<file path="config.mk">
export PLATFORM = sky130hd
export DESIGN_NAME = mux_n1_rr_reg
export DESIGN_NICKNAME = d
export VERILOG_FILES = /design/src/rtl/mux_n1_rr_reg.sv
export SDC_FILE = /design/constraint.sdc
export NUM_CORES = 1
export LEC_CHECK = 0
export ABC_AREA = 1
export CAP_MARGIN = 20
export CORE_MARGIN = 2
export CORE_UTILIZATION = 48
export DETAILED_ROUTE_END_ITERATION = 16
export HOLD_SLACK_MARGIN = 0.15
export PLACE_DENSITY = 0.81
export SLEW_MARGIN = 30
export SYNTH_ARGS = -nofsm -noshare
export SYNTH_HDL_FRONTEND = slang
export SYNTH_SLANG_ARGS = --single-unit
</file>
<file path="constraint.sdc">
create_clock -name clk -period 3.6 [get_ports clk]
set_input_delay 0.72 -clock clk [delete_from_list [all_inputs] [get_ports clk]]
set_output_delay 0.72 -clock clk [all_outputs]
set_load 0.05 [all_outputs]
</file>
<file path="src/rtl/mux_n1_rr_reg.sv">
// N-input, W-bit registered multiplexer with valid/ready handshakes.
// A channel is chosen either by an external select or by round-robin
// arbitration. The chosen word lands in a single output register that
// the consumer drains with out_valid/out_ready.
module mux_n1_rr_reg #(
    parameter int WIDTH  = 2,
    parameter int NUM_IN = 4,
    parameter int SEL_W  = 2
) (
    input  logic                    clk,
    input  logic                    reset_L,
    input  logic [NUM_IN*WIDTH-1:0] in_data,
    input  logic [NUM_IN-1:0]       in_valid,
    output logic [NUM_IN-1:0]       in_ready,
    input  logic                    mode_rr,
    input  logic [SEL_W-1:0]        sel,
    output logic [WIDTH-1:0]        out_data,
    output logic                    out_valid,
    input  logic                    out_ready,
    output logic [SEL_W-1:0]        out_src
);

    // Channel count in the widened index domain used for the wrap-around.
    localparam logic [SEL_W:0]   NUM_IN_L = (SEL_W+1)'(NUM_IN);
    // Pointer reset value: the last channel, so channel 0 wins first.
    localparam logic [SEL_W-1:0] LAST_RST = SEL_W'(NUM_IN-1);

    logic [WIDTH-1:0]  out_data_r;
    logic              out_valid_r;
    logic [SEL_W-1:0]  out_src_r;
    logic [SEL_W-1:0]  last_r;

    logic              ld_s;
    logic              grant_valid_s;
    logic [SEL_W-1:0]  grant_idx_s;
    logic [SEL_W:0]    cand_s;
    logic [WIDTH-1:0]  grant_data_s;
    logic [NUM_IN-1:0] in_ready_s;

    // The output register can take a new word when empty or being drained.
    assign ld_s = !out_valid_r || out_ready;

    // Grant selection: fixed select, or rotating search starting after last_r.
    always_comb begin
        grant_valid_s = 1'b0;
        grant_idx_s   = {SEL_W{1'b0}};
        cand_s        = {(SEL_W+1){1'b0}};
        if (mode_rr) begin
            for (int k = 1; k <= NUM_IN; k++) begin
                cand_s = {1'b0, last_r} + (SEL_W+1)'(k);
                if (cand_s >= NUM_IN_L) begin
                    cand_s = cand_s - NUM_IN_L;
                end else begin
                    cand_s = cand_s;
                end
                for (int i = 0; i < NUM_IN; i++) begin
                    if (!grant_valid_s && (cand_s == (SEL_W+1)'(i)) && in_valid[i]) begin
                        grant_valid_s = 1'b1;
                        grant_idx_s   = SEL_W'(i);
                    end else begin
                        grant_valid_s = grant_valid_s;
                    end
                end
            end
        end else begin
            // Only indices below NUM_IN are ever matched, so an
            // out-of-range sel simply never grants.
            for (int i = 0; i < NUM_IN; i++) begin
                if (({1'b0, sel} == (SEL_W+1)'(i)) && in_valid[i]) begin
                    grant_valid_s = 1'b1;
                    grant_idx_s   = SEL_W'(i);
                end else begin
                    grant_valid_s = grant_valid_s;
                end
            end
        end
    end

    // Data mux for the granted channel and the one-hot (or zero) ready vector.
    always_comb begin
        grant_data_s = {WIDTH{1'b0}};
        in_ready_s   = {NUM_IN{1'b0}};
        for (int i = 0; i < NUM_IN; i++) begin
            if (grant_valid_s && (grant_idx_s == SEL_W'(i))) begin
                grant_data_s  = in_data[i*WIDTH +: WIDTH];
                in_ready_s[i] = reset_L && ld_s;
            end else begin
                in_ready_s[i] = 1'b0;
            end
        end
    end

    assign in_ready  = in_ready_s;
    assign out_data  = out_data_r;
    assign out_valid = out_valid_r;
    assign out_src   = out_src_r;

    // Output register and round-robin pointer; holds everything under backpressure.
    always_ff @(posedge clk or negedge reset_L) begin
        if (!reset_L) begin
            out_data_r  <= {WIDTH{1'b0}};
            out_valid_r <= 1'b0;
            out_src_r   <= {SEL_W{1'b0}};
            last_r      <= LAST_RST;
        end else if (ld_s) begin
            if (grant_valid_s) begin
                out_data_r  <= grant_data_s;
                out_src_r   <= grant_idx_s;
                out_valid_r <= 1'b1;
                if (mode_rr) begin
                    last_r <= grant_idx_s;
                end else begin
                    last_r <= last_r;
                end
            end else begin
                // Nothing to load: the register empties, old word is kept.
                out_valid_r <= 1'b0;
            end
        end else begin
            out_data_r  <= out_data_r;
            out_valid_r <= out_valid_r;
            out_src_r   <= out_src_r;
            last_r      <= last_r;
        end
    end

endmodule

</file>
* Word level (Yosys, flattened, before mapping)
Cells that the tools add are included.
** Operators by class
- Add/sub/neg operators :: 8
- Order comparisons :: 4
- Eq/ne operators :: 18
- Muxes and demuxes :: 72
- Reduce and logical (&&, ||, !) cells :: 65
** Operators by type and width (number)
- $mux W1 :: 43
- $mux W2 :: 21
- $logic_and A1 B1 Y1 :: 40
- $eq A3 B2 Y1 const B :: 8
- $mux W3 :: 8
- $logic_not A1 Y1 :: 16
- $eq A3 B1 Y1 const B :: 4
- $ge A3 B3 Y1 const B :: 4
- $logic_not A3 Y1 :: 4
- $sub A3 B3 Y3 const B :: 4
- $eq A2 B2 Y1 const B :: 4
- $add A2 B2 Y3 const B :: 2
- $eq A2 B1 Y1 const B :: 2
- $logic_not A2 Y1 :: 2
- $add A2 B1 Y3 const B :: 1
- $add A2 B3 Y3 const B :: 1
- $reduce_and A3 Y1 :: 1
- $reduce_and A2 Y1 :: 1
- $logic_or A1 B1 Y1 :: 1
** Storage, ports and cells
- Bits in registers :: 7
- Output and inout port bits :: 9

* Depth between registers and ports, before layout
Gate-level depths: netlist of run 1.
- Depth after elaboration :: 89
- Mapped depth :: 20
- Gate-level depth less buffers :: 20

* Worst setup path before layout of run 1
Ideal clock, no wire load.
- Path kind :: input -> output
- From :: input port in_valid[3]
- To :: output port in_ready[0]
- Arrival time :: 3.308 ns
- Required time :: 2.880 ns
- Path slack :: -0.428 ns
- Stages :: 13
- Path buffers :: 0
- Cells stage by stage :: nand3_1 nand3_2 nor2_4 nand2_1 nor2_1 or2_0 nor2_1 nand2_1 nor2_2 nand2_2 nand2_2 nand2_4 nor4_1
** Between the ends
- Longest elaborated chain between the ends :: 66
- Elaborated cells between the ends (all ways) :: 83
** RTL lines
- start, declared :: RTL line 13 : input logic [NUM_IN-1:0] in_valid,
- $logic_and A1 B1 Y1 :: RTL line 57 : if (!grant_valid_s && (cand_s == (SEL_W+1)'(i)) && in_valid[i]) begin
- $mux W1 :: RTL line 57
- $mux W1 :: RTL line 48 : if (mode_rr) begin
- $logic_not A1 Y1 :: RTL line 57
- $logic_and A1 B1 Y1 (2 in series) :: RTL line 57
- $mux W1 :: RTL line 57
- $mux W1 :: RTL line 48
- $logic_not A1 Y1 :: RTL line 57
- (+48 left out)
- $mux W1 :: RTL line 48
- $logic_not A1 Y1 :: RTL line 57
- $logic_and A1 B1 Y1 (2 in series) :: RTL line 57
- $mux W2 :: RTL line 57
- $mux W2 :: RTL line 48
- $logic_not A2 Y1 :: RTL line 84 : if (grant_valid_s && (grant_idx_s == SEL_W'(i))) begin
- $logic_and A1 B1 Y1 (*) :: RTL line 84
- $mux W1 (*) :: RTL line 84
- end, declared :: RTL line 14 : output logic [NUM_IN-1:0] in_ready,
Every way passes the cells marked *; elsewhere a longest branch is shown, timed or not. The select of a mux whose other input is x is not followed.

* Worst setup path in the final report of run 1
- From :: register last_r[0]
- To :: output port in_ready[0]
** Between the ends
- Longest elaborated chain between the ends :: 86
- Elaborated cells between the ends (all ways) :: 133
** RTL lines
- start, declared :: RTL line 31 : logic [SEL_W-1:0] last_r;
- start signal, assigned :: RTL line 111 : last_r <= grant_idx_s;
- start signal, assigned :: RTL line 113 : last_r <= last_r;
- start signal, assigned :: RTL line 123 : last_r <= last_r;
- $add A2 B1 Y3 :: RTL line 50 : cand_s = {1'b0, last_r} + (SEL_W+1)'(k);
- $sub A3 B3 Y3 / $ge A3 B3 Y1 (equally long branches) :: RTL line 52, 51
- $mux W3 :: RTL line 51 : if (cand_s >= NUM_IN_L) begin
- $mux W3 :: RTL line 48
- $logic_not A3 Y1 :: RTL line 57
- $logic_and A1 B1 Y1 :: RTL line 57
- $mux W1 :: RTL line 57
- $mux W1 :: RTL line 48
- (+69 left out)
- $mux W1 :: RTL line 48
- $logic_not A1 Y1 :: RTL line 57
- $logic_and A1 B1 Y1 (2 in series) :: RTL line 57
- $mux W2 :: RTL line 57
- $mux W2 :: RTL line 48
- $logic_not A2 Y1 :: RTL line 84
- $logic_and A1 B1 Y1 (*) :: RTL line 84
- $mux W1 (*) :: RTL line 84
Marked as above.

==> results of run 1 <==
[power groups by stage]
| stage | registers (mW) | logic, mW | clock network (mW) |
|---|---|---|---|
| after global routing | 0.156 | 0.680 | 0.0808 |
| after global placement | 0.149 | 0.566 | 0 |
| after detailed placement | 0.151 | 0.584 | 0 |
| final | 0.150 | 0.630 | 0.0720 |
| after floorplan | 0.207 | 0.343 | 0 |
| after CTS | 0.150 | 0.596 | 0.0735 |
[cells in the final DEF, fill, tap and decap left out, drive strengths merged]
master	n
nor4	1
o211ai	1
nor3	5
dlymetal6s2s	4
nand3	20
dfrtp	5
dfstp	2
a21oi	2
clkinv	1
nand4	6
clkbuf	4
nor2	27
buf	16
nand2	31
clkdlybuf4s50	18
o21ai	7
or2	1
inv	18
[cells by family (layout without fill, tap and decap cells)]
kind of cell,Yosys count,in the layout,synth area share
compound gates,10,10,0.0828
buf+inv,20,61,0.0966
flops,7,7,0.218
simple gates,91,91,0.603
[routing by layer]
metal,GRT usage,wire length [µm],part of all wire
met2,0.463,1290,0.53
met5,0,0,0
met4,0.0941,26,0.011
met3,0.0680,146,0.060
met1,0.301,969,0.40
[repair_timing]
item,CTS,global route
endpoints found under the setup margin,2,4
pin swaps,1,7
resized for setup,2,13
[registers in the layout, summed over array words and instances (netlist names)]
register / count
last_r: 2
out_src: 2
out_data: 2
out_valid: 1
[worst paths after layout]
kind	start	end	slack [ps]	cells after the start
min in group asynchronous	reset_L	out_src[0]$_DFFE_PN0P_	730	2
max in group asynchronous	reset_L	last_r[0]$_DFFE_PN1P_	2660	2
worst max-delay path	last_r[0]$_DFFE_PN1P_	in_ready[0]	250	16
worst min register to register	out_src[0]$_DFFE_PN0P_	out_src[0]$_DFFE_PN0P_	490	2
worst min-delay path	out_src[0]$_DFFE_PN0P_	out_src[0]$_DFFE_PN0P_	490	2
worst max register to register	last_r[0]$_DFFE_PN1P_	out_data[1]$_DFFE_PN0P_	1060	17
[cell type report]
| cell class | count | area, µm² |
|---|---|---|
| clock buffer | 4 | 26.3 |
| timing repair buffer | 38 | 400 |
| multi-input combinational | 101 | 632 |
| tap | 16 | 20.0 |
| inverter | 19 | 71.3 |
| fill | 89 | 214 |
| sequential | 7 | 178 |
[metrics by stage]
| step | setup TNS (ps) | total power, mW | util | cell area (µm²) |
|---|---|---|---|---|
| after CTS | 0 | 0.819 | 0.824 | 1270 |
| after floorplan | -3.62 | 0.550 | - | 827 |
| after detailed placement | -64.1 | 0.734 | 0.798 | 1230 |
| after global routing | 0 | 0.917 | 0.861 | 1330 |
| final | 0 | 0.852 | 0.861 | 1330 |
| after global placement | 0 | 0.715 | 0.798 | 1230 |
[critical path, cell delays in order (launching register included)]
cell     delay (ps)
dfstp_2         610
inv_2            70
nor2_2          130
nand2_2          80
nand2_2         100
nor2_4           60
nand2_1          60
nor2_1           50
or2_0           220
nor2_1           90
nand2_1          70
nor2_2          100
nand2_2          80
nand2_2          80
nand2_4         100
nor4_4          320
buf_12          180
==> out/metrics.cfg, run 1 <==
[logic_synthesis]
yosys.area.top_type=dfrtp_1
async_flop_share=1.00
synth.distinct_cells=26
avgSynthCellArea_um2=6.37
synth_edf_count=0
yosys-top-cells-area=dfrtp_1 (15%), nand2_1 (12%), nand3_1 (11%)
postSynthCellCount=128
synthMostInstantiatedCell=nand2_1
ys_top_cells_by_count=nand2_1 (25), nand3_1 (18), nor2_1 (17)
ys_seq_elements=7
ys_seq_area_frac=0.218
synth_ff_type=dfrtp_1
synth_warnings=0
yosysTopAreaCellShare=0.153
synthesis.area_um2=816
syn_nets=146

[sta]
max_slew_margin=0.661
min_period_over_period=0.932
hold_slack_ps=489
finalSetupViolations=0
min_period_ps=3350
rsz0062_at_grt=false
final.setup.worst_slack_ps=246
final_max_slew_viol_count=0
finalHoldViolCount=0
fmax_ghz=0.298
tightestPinTransition_ps=507
fin_worst_skew_ps=1.44

[place]
pre_cts_ws_ps=-64.1
dp_cells=181
gp_congestion=0.868
port_buffers=26
dp_hpwl_um=1890

[power]
p_int_mw=0.397
clkPwrFrac=0.085
seq_power_share=0.177
peakVddDrop_mv=0.345
p_leak_nw=0.640
p_switching_mw=0.455
switching_share=0.534
cellPowerDensity_nw_per_um2=642
pwr-share-comb=0.739

[clocking]
cts_buffers=3
cts_tree=yes
insertion_delay_ps=250
cts-hold-fix-buffers=0
clock_sinks=7
cts-root-buf=clkbuf_4
clock_path_buffers=2
htreeDepth=1
clk_pin_slew_ps=50
cts_setup_buffers=0

[cells_and_area]
layout.cells.non_filler=185
area_growth_pct=62.7
final_layout_size_suffix_gt1_frac=0.308
nets=188
diodes=0

[worst_setup_path]
cp-end-kind=output port
cp_data_required_time_ps=2880
worst-path-max-fanout=6
crit_type=reg -> out
critPathArrivalTime_ps=2630
startpoint_type=flip-flop

[worst_hold_path]
hold_path.class=reg -> reg

[drt]
dr.pass1.iters=4
dr_total_vias=1020
drc=0
routedWlPerCell_um=13.1
via_per_inst=5.51
final_antenna_net_count=0
wirelength_um=2430
dr.first_iter.drc_count=35

[floorplanning]
design.core.area_um2=1540
die_w_um=45.2
rows=14
die_area_um2=2050
ioPinCount=27
start_util=0.529
die_y_um=45.2

[run]
max_cap_violations=0

[global_route]
grt_usage=0.262
antenna_found_initial=0
grt_pass1_wl_um=4020
overflow=0
grt_max_degree=9
grt_pass1_vias=1027

[status]
status=finished clean

Power figures use the tool's default switching activity.
==> run 2, diff against run 1 <==
Settings changed: CTS_BUF_LIST set to sky130_fd_sc_hd__clkbuf_16.
==> run 2 against run 1 <==
Effect of this change: clock power rose to 2.6 times the previous value; highest routed layer unchanged; global-route usage rose by 3.6 points; cell count did not move; via count rose by 6.2%.
==> out/metrics.cfg, run 2 (synthesis results as in run 1) <==
[power]
p_int_mw=0.499
peakVddDrop_mv=0.451
p_leak_nw=0.668
pwr-share-comb=0.652
p_switching_mw=0.492
clkPwrFrac=0.190
cellPowerDensity_nw_per_um2=716
seq_power_share=0.157
switching_share=0.497

[clocking]
cts-root-buf=clkbuf_16
clock_sinks=7
cts_tree=yes
clock_path_buffers=2
htreeDepth=1
cts-hold-fix-buffers=0
insertion_delay_ps=230
clk_pin_slew_ps=40
cts_setup_buffers=0
cts_buffers=3

[global_route]
antenna_found_initial=0
grt_pass1_vias=1071
overflow=0
grt_pass1_wl_um=4510
grt_max_degree=9
grt_usage=0.299

[place]
dp_cells=181
port_buffers=26
gp_congestion=0.868
dp_hpwl_um=1890

[floorplanning]
start_util=0.529
rows=14
ioPinCount=27
design.core.area_um2=1540
die_w_um=45.2
die_area_um2=2050
die_y_um=45.2

[cells_and_area]
final_layout_size_suffix_gt1_frac=0.308
final_cell_mix=nand2_1 (25), clkdlybuf4s50_1 (18), inv_1 (16), nor2_1 (16), nand3_1 (15)
final_core_util=0.899
layout_commonest_cell=nand2_1
diodes=0
layout.cells.non_filler=185
nets=188
area_growth_pct=69.8

[drt]
final_antenna_net_count=0
via_per_inst=5.85
routedWlPerCell_um=15.7
drc=0
dr.pass1.iters=4
dr_total_vias=1083
wirelength_um=2900
dr.first_iter.drc_count=58

[sta]
min_period_ps=3360
final_max_slew_viol_count=0
fin_worst_skew_ps=1.79
tightestPinTransition_ps=508
rsz0062_at_grt=false
finalSetupViolations=0
fmax_ghz=0.297
min_period_over_period=0.934
finalHoldViolCount=0
max_slew_margin=0.660

[worst_setup_path]
r2r-end=out_data[0]$_DFFE_PN0P_
rr_startpoint=last_r[1]$_DFFE_PN1P_
worst-path-max-fanout=8
critPathArrivalTime_ps=2640
critPathCapture=in_ready[1]
reg2regPathDepth=16
crit_type=reg -> out
cp_data_required_time_ps=2880
regToRegSetupSlack_ps=1000
critical_path.startpoint=last_r[1]$_DFFE_PN1P_
cp-end-kind=output port
startpoint_type=flip-flop

[run]
max_cap_violations=0

[status]
status=finished clean

[worst_hold_path]
hold_path.class=reg -> reg

run 2: cell count changes in the layout (fill, tap and decap cells not counted):
cell       change
inv_1          +1
clkbuf_16      +3
nor2_2         -1
clkbuf_4       -3
nor2_4         +1
clkbuf_1       -1
run 2: cell type report:
cell class | count | area [µm²]
Tap cell | 16 | 20.0
Timing Repair Buffer | 38 | 400
Inverter | 19 | 71.3
Clock buffer | 3 | 75.1
Clock inverter | 1 | 3.75
Sequential cell | 7 | 178
Multi-Input combinational cell | 101 | 637
Fill cell | 70 | 156
run 2: power groups by stage:
stage | Clock (mW) | Combinational, mW | Sequential, mW
global route | 0.196 | 0.693 | 0.158
floorplan | 0 | 0.343 | 0.207
CTS | 0.187 | 0.608 | 0.152
detailed placement | 0 | 0.584 | 0.151
finish | 0.189 | 0.647 | 0.156
global placement | 0 | 0.566 | 0.149
run 2: what timing repair did:
action | in CTS | in global routing
endpoints found under the setup margin | 2 | 4
gates resized for setup | 2 | 14
pin swaps | 1 | 7
run 2: worst max-delay path, stage by stage, from the launching register on:
cell,delay (ps)
dfstp_2,650
inv_1,80
nor2_1,170
inv_1,80
nor2_1,180
nor2_4,90
nand3_1,100
nand2_1,70
nor2_1,120
nand3_2,150
o21ai_4,310
nand2_2,130
nor2_4,120
buf_12,140
run 2: metal layers:
metal  vias to the layer above  share of wire  GRT usage
met5                         -              0          0
met4                         0          0.029      0.100
met3                        15          0.075     0.0800
met2                        69           0.52      0.534
met1                       497           0.38      0.338
li1                        502              -          -
run 2: worst min path at each step:
stage	start	end	cells past startpoint	slack, ps
floorplan	reset_L	out_data[0]$_DFFE_PN0P_	0	420
global placement	out_src[1]$_DFFE_PN0P_	out_src[1]$_DFFE_PN0P_	2	460
detailed placement	out_src[0]$_DFFE_PN0P_	out_src[0]$_DFFE_PN0P_	2	490
CTS	out_data[1]$_DFFE_PN0P_	out_data[1]$_DFFE_PN0P_	2	530
global route	out_src[1]$_DFFE_PN0P_	out_src[1]$_DFFE_PN0P_	2	540
finish	out_data[1]$_DFFE_PN0P_	out_data[1]$_DFFE_PN0P_	2	520
run 2: metrics by stage:
step	hold WS, ps	total power, mW	setup WS [ps]	instance area [µm²]	setup TNS, ps
finish	524	0.992	236	1390	0
global route	541	1.05	73.7	1390	0
CTS	526	0.947	11.4	1320	0
detailed placement	486	0.734	-64.1	1230	-64.1
global placement	465	0.715	48.2	1230	0
floorplan	424	0.550	-3.62	827	-3.62
==> run 3, diff against run 2 <==
Settings changed: REMOVE_ABC_BUFFERS set to 1.
==> run 3 against run 2 <==
Effect of this change: critical path type unchanged; cell count grew 3.2%; critical path depth grew 3; setup slack lost 190 ps; register-to-register slack lost 160 ps.
==> out/metrics.cfg, run 3 (synthesis results as in run 1) <==
[status]
status=finished clean

[place]
gp_congestion=0.936
dp_hpwl_um=1950
pre_cts_ws_ps=-96.8
port_buffers=26
dpl_cell_area_um2=1200

[worst_setup_path]
rr_startpoint=last_r[0]$_DFFE_PN1P_
cp-end-kind=output port
crit_type=reg -> out
slowest_stage=dfstp_2
reg2regPathDepth=19
path_cells=inv_2 -> nor2_4 -> nand2_2 -> nand2_2 -> buf_4 -> o211ai_1 -> or2_0 -> nor2_1 -> nand2_1 -> nor2_2 -> nand2_2 -> nand2_2 -> nand2_4 -> nor4_4 -> buf_4 -> buf_12
crit_buf_inv=4
cp_data_required_time_ps=2880
r2r-end=out_data[1]$_DFFE_PN0P_
critical_path.startpoint=last_r[0]$_DFFE_PN1P_
startpoint_type=flip-flop
critPathArrivalTime_ps=2830
regToRegSetupSlack_ps=840
crit_family=simple AND/OR/NAND/NOR gates
cp_common_cell=nand2_2
worst-path-max-fanout=6
critPathMaxStageDelay_ps=630

[sta]
tightestPinTransition_ps=499
final.setup.worst_slack_ps=49.0
min_period_over_period=0.986
hold_slack_ps=554
finalSetupViolations=0
fmax_ghz=0.282
min_period_ps=3550
fin_worst_skew_ps=5.42
setup_tns_ps=0
final_max_slew_viol_count=0
max_slew_margin=0.666
finalHoldViolCount=0

[floorplanning]
design.core.area_um2=1540
die_w_um=45.2
ioPinCount=27
rows=14
start_util=0.529
die_area_um2=2050
die_y_um=45.2

[clocking]
clock_path_buffers=2
insertion_delay_ps=230
cts_tree=yes
htreeDepth=1
cts_buffers=3
cts-root-buf=clkbuf_16
clock_sinks=7
clk_pin_slew_ps=40

[cells_and_area]
multi_input_area_um2=648
final_cell_mix=nand2_1 (23), clkdlybuf4s50_1 (18), buf_4 (18), inv_1 (16), nor2_1 (15)
area_growth_pct=75.3
ff_latch_area_um2=178
layout_commonest_cell=nand2_1
final_layout_size_suffix_gt1_frac=0.360
final_cell_area_um2=1430
nets=194
diodes=0
final_core_util=0.928
fillCellCount=53

[global_route]
overflow=0
grt_pass1_wl_um=4630
grt_max_degree=9
antenna_found_initial=0
grt_pass1_vias=1024
grt_usage=0.317

[worst_hold_path]
hold_path.class=reg -> reg
hold_end=out_src[0]$_DFFE_PN0P_
hp-start=out_src[0]$_DFFE_PN0P_
min_path_cells=2

[drt]
wirelength_um=3490
via_per_inst=5.98
final_antenna_net_count=0
routedWlPerCell_um=18.3
dr_total_vias=1142
drc=0
dr.pass1.iters=4
dr.first_iter.drc_count=68

[run]
max_cap_violations=0

[power]
p_leak_nw=0.678
cellPowerDensity_nw_per_um2=746
peakVddDrop_mv=0.605

[run 3: cell count changes in the layout (fill, tap and decap cells not counted), sizes merged]
cell          change
buf               +6
dlymetal6s2s      -3
clkinv            -1
inv               +1
dlygate4sd2       +3
[run 3: how the worst max path moves through the flow]
stage / end / slack [ps] / cells after the start
finish: in_ready[0] / 50 / 16
detailed placement: in_ready[0] / -100 / 16
floorplan: in_ready[0] / -430 / 13
global placement: in_ready[0] / 70 / 16
global route: in_ready[0] / -30 / 17
CTS: in_ready[0] / 10 / 16
[run 3: power breakdown]
part / leakage [nW] / switching, mW / internal, mW
Combinational: 0.557 / 0.446 / 0.276
Clock: 0.0423 / 0.0453 / 0.145
Sequential: 0.0792 / 0.0389 / 0.116
[run 3: area by class of cell]
| class | instances | area share |
|---|---|---|
| clock buffers | 3 | 0.0525 |
| clock inverters | 1 | 0.00262 |
| inverters | 19 | 0.0499 |
| multi-input cells | 101 | 0.453 |
| flip-flops and latches | 7 | 0.124 |
| well taps | 16 | 0.0140 |
| repair buffers | 44 | 0.304 |
[run 3: worst reg2reg max path: stages (launching register included)]
cell      delay [ps]
dfstp_2          630
inv_2             90
nor2_4           120
nand2_2           90
nand2_2          110
buf_4            110
o211ai_1         100
or2_0            250
nor2_1           140
nand2_1           90
nor2_2           120
nand2_2           90
nand2_2           90
nand2_4          100
nand2_2          110
inv_2             40
nand2_1           50
nand2_1           50
nor2_1           140
nor2_1            90
[run 3: stage by stage]
step,power (mW),instances
CTS,0.926,183
global placement,0.692,179
global route,1.11,191
floorplan,0.540,127
detailed placement,0.711,179
finish,1.07,191
[run 3: routing by layer]
metal | GRT usage | part of all wire | vias to the layer above
met1 | 0.367 | 0.37 | 533
met2 | 0.600 | 0.53 | 73
met5 | 0 | 0 | -
li1 | - | - | 514
met3 | 0.0280 | 0.064 | 22
met4 | 0.106 | 0.041 | 0
[run 3: repair_timing]
| action | CTS | global route |
|---|---|---|
| endpoints found under the setup margin | 3 | 4 |
| setup buffers | 0 | 8 |
| hold buffers | 0 | 0 |
| gates resized for setup | 9 | 14 |
| pin swaps | 1 | 11 |
